===== src/rtl/pdp11_io_pkg.sv =====
// Shared PDP-11 I/O definitions for the DCJ11 side: device addresses,
// PPS bit positions, bus GP codes and the punch-channel handshake states.
package pdp11_io_pkg;

   localparam logic [21:0] PPS_ADDR = 22'o17777554;
   localparam logic [21:0] PPB_ADDR = 22'o17777556;

   localparam int PPS_ERR_BIT   = 15;
   localparam int PPS_READY_BIT = 7;
   localparam int PPS_IE_BIT    = 6;

   localparam logic [7:0] GP_INIT = 8'o014;

   typedef enum logic [1:0] {
      IDLE     = 2'd0,
      PRESENT  = 2'd1,
      WAIT_REL = 2'd2
   } punch_state_t;

endpackage


===== src/rtl/pc11_punch_chan_if.sv =====
// Apple II side of the PC11 punch channel: four-phase stb/ack byte handshake.
interface pc11_punch_chan_if;
   logic       a2_stb;
   logic [7:0] a2_data;
   logic       a2_ack;

   modport master (output a2_stb, output a2_data, input a2_ack);
   modport slave  (input a2_stb, input a2_data, output a2_ack);
endinterface


===== src/rtl/pc11_punch_chan_byte_fifo.sv =====
// DEPTH x 8 byte FIFO with head/tail pointers, occupancy count and sync clear.
// Full is judged before any same-cycle pop, so a push at full is always dropped.
module byte_fifo #(
   parameter int DEPTH = 16,
   parameter int CW    = $clog2(DEPTH) + 1
) (
   input  logic          clk,
   input  logic          rst_n,
   input  logic          clr,
   input  logic          push,
   input  logic [7:0]    din,
   input  logic          pop,
   output logic [7:0]    dout,
   output logic [CW-1:0] count,
   output logic          full,
   output logic          empty
);
   localparam int AW = $clog2(DEPTH);

   logic [7:0]    mem [DEPTH];
   logic [AW-1:0] head;
   logic [AW-1:0] tail;
   logic          do_push;
   logic          do_pop;

   assign full    = (count == CW'(DEPTH));
   assign empty   = (count == '0);
   assign do_push = push & ~full;
   assign do_pop  = pop & ~empty;
   assign dout    = mem[head];

   // Storage carries no reset; only pointers and count define validity.
   always_ff @(posedge clk) begin
      if (do_push && !clr) mem[tail] <= din;
   end

   always_ff @(posedge clk or negedge rst_n) begin
      if (!rst_n) begin
         head  <= '0;
         tail  <= '0;
         count <= '0;
      end else if (clr) begin
         head  <= '0;
         tail  <= '0;
         count <= '0;
      end else begin
         if (do_push) tail <= tail + 1'b1;
         if (do_pop)  head <= head + 1'b1;
         case ({do_push, do_pop})
            2'b10:   count <= count + 1'b1;
            2'b01:   count <= count - 1'b1;
            default: ;
         endcase
      end
   end
endmodule


===== src/rtl/pc11_punch_chan.sv =====
// PC11 paper-tape punch channel: PPB bytes from the DCJ11 are queued and handed
// to the Apple II over stb/ack; PPS status is live. Optional IRQ: PC11_PUNCH_IRQ_EN.
module pc11_punch_chan
   import pdp11_io_pkg::*;
#(
   parameter int DEPTH = 16,
   parameter int CW    = $clog2(DEPTH) + 1
) (
   input  logic                     clk,
   input  logic                     rst_n,
   input  logic                     bus_init,
   input  logic                     ppb_wr,
   input  logic [7:0]               ppb_wdata,
   input  logic                     pps_wr,
   input  logic [15:0]              pps_wdata,
   output logic [15:0]              pps_rdata,
   pc11_punch_chan_if.master        a2,
   output logic [CW-1:0]            fifo_count,
   output logic                     irq_req
);
   punch_state_t state;
   logic         stb;
   logic [7:0]   data;
   logic         err;
   logic         ie;
   logic         pop;
   logic         full;
   logic         empty;
   logic [7:0]   head;

   assign pop = (state == PRESENT) && a2.a2_ack && !bus_init;

   byte_fifo #(.DEPTH(DEPTH), .CW(CW)) u_fifo (
      .clk   (clk),
      .rst_n (rst_n),
      .clr   (bus_init),
      .push  (ppb_wr),
      .din   (ppb_wdata),
      .pop   (pop),
      .dout  (head),
      .count (fifo_count),
      .full  (full),
      .empty (empty)
   );

   // bus_init parks the FSM in WAIT_REL so a host mid-handshake drops ack first.
   always_ff @(posedge clk or negedge rst_n) begin
      if (!rst_n) begin
         state <= IDLE;
         stb   <= 1'b0;
         data  <= '0;
         err   <= 1'b0;
      end else if (bus_init) begin
         state <= WAIT_REL;
         stb   <= 1'b0;
         data  <= '0;
         err   <= 1'b0;
      end else begin
         if (ppb_wr && full) err <= 1'b1;
         case (state)
            IDLE: if (!empty && !a2.a2_ack) begin
               data  <= head;
               stb   <= 1'b1;
               state <= PRESENT;
            end
            PRESENT: if (a2.a2_ack) begin
               stb   <= 1'b0;
               state <= WAIT_REL;
            end
            WAIT_REL: if (!a2.a2_ack) state <= IDLE;
            default: state <= IDLE;
         endcase
      end
   end

   assign a2.a2_stb  = stb;
   assign a2.a2_data = data;

`ifdef PC11_PUNCH_IRQ_EN
   logic [14:0] unused_pps_bits;
   assign unused_pps_bits = {pps_wdata[15:7], pps_wdata[5:0]};

   always_ff @(posedge clk or negedge rst_n) begin
      if (!rst_n) begin
         ie      <= 1'b0;
         irq_req <= 1'b0;
      end else if (bus_init) begin
         ie      <= 1'b0;
         irq_req <= 1'b0;
      end else begin
         if (pps_wr) ie <= pps_wdata[PPS_IE_BIT];
         irq_req <= ie & ~full;
      end
   end
`else
   logic [16:0] unused_pps_write;
   assign unused_pps_write = {pps_wr, pps_wdata};
   assign ie      = 1'b0;
   assign irq_req = 1'b0;
`endif

   always_comb begin
      pps_rdata                = '0;
      pps_rdata[PPS_ERR_BIT]   = err;
      pps_rdata[PPS_READY_BIT] = ~full;
      pps_rdata[PPS_IE_BIT]    = ie;
   end
endmodule


===== src/flat_wrapper.sv =====
// flat-port wrapper written by rule: the top's interface ports become plain ports
module pc11_punch_chan_flat import pdp11_io_pkg::*;
#(
   parameter int DEPTH = 16,
   parameter int CW    = $clog2(DEPTH) + 1
)
  (clk, rst_n, bus_init, ppb_wr, ppb_wdata, pps_wr, pps_wdata, pps_rdata, fifo_count, irq_req, a2_a2_stb, a2_a2_data, a2_a2_ack);
  pc11_punch_chan_if a2_i ();
  input  logic clk;
  input  logic rst_n;
  input  logic bus_init;
  input  logic ppb_wr;
  input  logic [7:0] ppb_wdata;
  input  logic pps_wr;
  input  logic [15:0] pps_wdata;
  output logic [15:0] pps_rdata;
  output logic [CW-1:0] fifo_count;
  output logic irq_req;
  output wire logic [$bits(a2_i.a2_stb)-1:0] a2_a2_stb;
  output wire logic [$bits(a2_i.a2_data)-1:0] a2_a2_data;
  input wire logic [$bits(a2_i.a2_ack)-1:0] a2_a2_ack;
  assign a2_a2_stb = a2_i.a2_stb;
  assign a2_a2_data = a2_i.a2_data;
  assign a2_i.a2_ack = a2_a2_ack;
  pc11_punch_chan #(.DEPTH(DEPTH), .CW(CW)) u_core (.clk(clk), .rst_n(rst_n), .bus_init(bus_init), .ppb_wr(ppb_wr), .ppb_wdata(ppb_wdata), .pps_wr(pps_wr), .pps_wdata(pps_wdata), .pps_rdata(pps_rdata), .a2(a2_i), .fifo_count(fifo_count), .irq_req(irq_req));
endmodule

===== config.mk =====
export PLATFORM = sky130hd
export DESIGN_NAME = pc11_punch_chan_flat
export DESIGN_NICKNAME = d
export VERILOG_FILES = /design/src/rtl/pdp11_io_pkg.sv /design/src/rtl/pc11_punch_chan_if.sv /design/src/rtl/pc11_punch_chan_byte_fifo.sv /design/src/rtl/pc11_punch_chan.sv /design/src/flat_wrapper.sv
export SDC_FILE = /design/constraint.sdc
export NUM_CORES = 1
export LEC_CHECK = 0
export ABC_AREA = 1
export BUFFER_PORTS_ARGS = -buffer_cell sky130_fd_sc_hd__clkbuf_2
export CORE_ASPECT_RATIO = 0.8
export CORE_UTILIZATION = 26
export DETAILED_ROUTE_END_ITERATION = 8
export GPL_TIMING_DRIVEN = 0
export HOLD_SLACK_MARGIN = 0.12
export PLACE_DENSITY = 0.48
export SLEW_MARGIN = 40
export SYNTH_ARGS = -nofsm -noshare
export SYNTH_HDL_FRONTEND = slang
export SYNTH_SLANG_ARGS = --single-unit

===== constraint.sdc =====
create_clock -name clk -period 2.5 [get_ports clk]
set_clock_uncertainty 0.15 [all_clocks]
set_input_delay 0.375 -clock clk [delete_from_list [all_inputs] [get_ports clk]]
set_output_delay 0.375 -clock clk [all_outputs]
set_load 0.02 [all_outputs]

==> metrics.md <==
| Metric | Value |
|---|---|
| TNS Setup | -515 ps |
| Initial Util | 0.268 |
| # Max-Cap Violations | 0 |
| Commonest non-fill, non-tap cells in the layout | edfxtp_1 (128), nor2_1 (83), o21ai_0 (75) |
| Cts bufs inserted | 17 |
| Failing checks | design-rule violations, negative setup slack |
| Cell Int Power | 4.25 mW |
| Vias per std cell | around 4.8 |
| FF+latch count, synth | 153 |
| WP data arrival | 2580 ps |
| WP data required | 2490 ps |
| CTS tree | yes |
| Post-synth EDFFs | 128 |
| Antenna diode count | 0 |
| Worst Tran Pin Value | 774 ps |
| Hold slack | 223 ps |
| Layout cells sized above 1 | 0.208 |
| Filler Cells Inserted | 2420 |
| Dominant cells by area after synthesis | edfxtp_1 (58%), dfrtp_1 (9.5%), o21ai_0 (5.7%) |
| Yosys warns | 0 |
| Vias in the first global route | 4566 |
| Full die area | 26000 sq um |
| Clk pin slew, worst setup/hold paths | about 60 ps |
| Crit path buffers/inverters | 2 |
| Clock network power share | 0.445 |
| Routed len/inst | approximately 19 microns |
| Aggregate global routing overflow | 0 |
| Core area | 24600 sq um |
| Fin area | 7890 sq um |
| Non-Filler Instances | 963 |
| Cells after Synth | 564 |
| Chip width | 180 microns |
| Predominant post-synthesis flop cell | edfxtp_1 |
| Tcrit/Tclk final | 1.04 |
| Nets | 669 |
| Final Setup Violations | 10 |
| Setup crit end kind | register |
| Pre-CTS setup slack | -53.7 ps |
| Post-route ant nets | 0 |
| Post-synthesis cell type count | 38 |
| Final HPWL DP | around 12 mm |
| Maximum clock frequency | 385 MHz |
| PortBufs | 28 |
| Max-slew violations | 0 |
| Drt pass-1 iters | 7 |
| GRT Total Usage | 0.146 |
| Startpoint type of the worst setup path | register |
| Initial antenna violation count | 0 |
| First-pass GRT wire length | 27.4 mm |
| Logic pwr share | 0.043 |
| Die H | 144 microns |
| DRT Wirelength | approximately 18 mm |
| Synth Cell Area | 6580 sq um |
| Clk root buf | clkbuf_16 |
| Clock buffer depth | 2 |
| Yosys top cell area share | 0.584 |
| Slowest CP cell | nor3_2 |
| Max_slew headroom | 0.482 |
| Placed Area | 7270 sq um |
| Cell taking the most area after synthesis | edfxtp_1 |
| Final WS setup | -95.0 ps |
| Commonest non-fill, non-tap cell in the layout | edfxtp_1 |
| I/O pin cnt | 61 |
| CTS sink cnt | roughly 150 |
| RSZ-0062 raised after global routing | true |
| Hold Crit Class | primary input to register |
| RD Place Congestion | roughly 0.78 |
| Final hold violations | 0 |
| Status | complete, but fails checks |
| Power Dens Cells | 696 nW/um^2 |
| Share of the yosys chip area belonging to registers | 0.679 |
| Worst stage delay on the critical path | between 500 and 600 ps |
| Setup Crit Path Kind | register to register |
| Via count | 4614 |
| Post-synth ARST share | 0.163 |
| Final min period | 2590 ps |
| Initial DRC count | roughly 410 |
| Seq pwr share | 0.512 |
| H-tree levels | 4 |
| Drc violations | 3 |
| Net Sw Frac | 0.226 |
| # rows | 51 |
| CP max FO | 8 |
| Clk Latency, worst-skew pair | 430 ps |
| Pin count of the biggest net entering global routing | 26 |
| VDD IR-drop max | 344 uV |
| P_leak | 2.93 nW |
| Seq. cell area | 4470 sq um |
| CP delay by family, top | simple AND/OR/NAND/NOR gates |
| Cells along the critical path | nor2_2 > nand3_2 > nand2_4 > nor2_1 > inv_1 > nor3_2 > buf_4 |
| Multi-input logic area | 1880 sq um |
| Syn_area_per_cell | 11.7 sq um |
| Placed insts | around 930 |
| P&R area growth vs syn | 19.8% |
| Net switching power | 1.24 mW |
Yosys cell counts (2+ instances only):
master    count
nor3_1       16
inv_2         6
edfxtp_1    128
buf_1         2
nor2_4        2
nand2_1      51
nand2_4       2
buf_4        16
o221ai_1     18
nor2_2        3
o31ai_1       3
a21oi_1       5
o211ai_1      4
o21ai_1       2
buf_2         9
nand3_1      24
clkinv_1      2
inv_1        27
nand4_1       2
dfrtp_1      25
clkbuf_1     16
nand2_2       5
ha_1          7
o21ai_0      75
nand3_2       4
o22ai_1      12
nor2_1       87
path summary, 6_finish.rpt:
check / start / cells after the start / endpoint / slack (ps)
setup / recovery: u_core.u_fifo.count[0] / 7 / u_core.u_fifo.mem[6][1] / -90
hold / removal: bus_init / 4 / u_core.u_fifo.count[4] / 220
setup reg to reg: u_core.u_fifo.count[0] / 7 / u_core.u_fifo.mem[6][1] / -90
hold reg to reg: u_core.a2.a2_data[3] / 2 / u_core.a2.a2_data[3] / 370
max in group asynchronous: rst_n / 2 / u_core.a2.a2_data[2] / 1360
min in group asynchronous: rst_n / 2 / u_core.state[1] / 380
per-stage QoR:
step / total power, mW / util
finish: 5.49 / 0.321
global route: 5.66 / 0.321
CTS: 5.52 / 0.320
detailed placement: 3.09 / 0.296
global placement: 3.08 / 0.292
floorplan: 2.99 / -
layout make-up:
class / instances / area share
Buffer: 42 / 0.0294
Clock buffer: 19 / 0.0603
Clock inverter: 13 / 0.0109
Inverter: 36 / 0.0175
Multi-Input combinational cell: 346 / 0.239
Sequential cell: 153 / 0.567
Tap cell: 318 / 0.0505
Timing Repair Buffer: 36 / 0.0260
routing by layer:
layer / global-route usage / vias to the layer above / share of wire
li1: - / 2130 / -
met1: 0.187 / 2298 / 0.45
met2: 0.242 / 165 / 0.47
met3: 0.0302 / 21 / 0.060
met4: 0.0576 / 0 / 0.016
met5: 0 / - / 0
power by group through the flow:
stage / clock network, mW / logic, mW / registers [mW]
after floorplan: 0 / 0.120 / 2.87
after global placement: 0 / 0.216 / 2.86
after detailed placement: 0 / 0.230 / 2.86
after CTS: 2.48 / 0.235 / 2.81
after global routing: 2.59 / 0.258 / 2.81
final: 2.44 / 0.236 / 2.81
repair_timing:
action | CTS | global route
hold endpoints to repair | 27 | 0
pin swaps | 0 | 0
hold buffers | 3 | 0
endpoints found under the setup margin | 31 | 33
gates resized for setup | 3 | 4
setup buffers | 0 | 0
gates cloned | 0 | 0
worst register-to-register path, stage by stage, from the launching register on:
cell and delay, ps:
dfrtp_1 470, nor2_2 110, nand3_2 120, nand2_4 110, nor2_1 230, inv_1 280
nor3_2 550, buf_4 280
state kept, by name, indices dropped and copies added (netlist names):
name                 count
u_core.a2.a2_data        8
u_core.a2.a2_stb         1
u_core.err               1
u_core.state             2
u_core.u_fifo.count      5
u_core.u_fifo.head       4
u_core.u_fifo.mem      128
u_core.u_fifo.tail       4
cells by family (layout without fill, tap and decap cells):
kind of cell,Yosys count,count (layout),share of synthesized area
buf+inv,79,146,0.0563
xor+xnor,2,2,0.00380
fa+ha+maj,7,7,0.0133
other cells,1,15,0.000570
simple gates,198,198,0.136
compound gates,124,124,0.111
flops,153,153,0.679
Power figures use the tool's default switching activity.
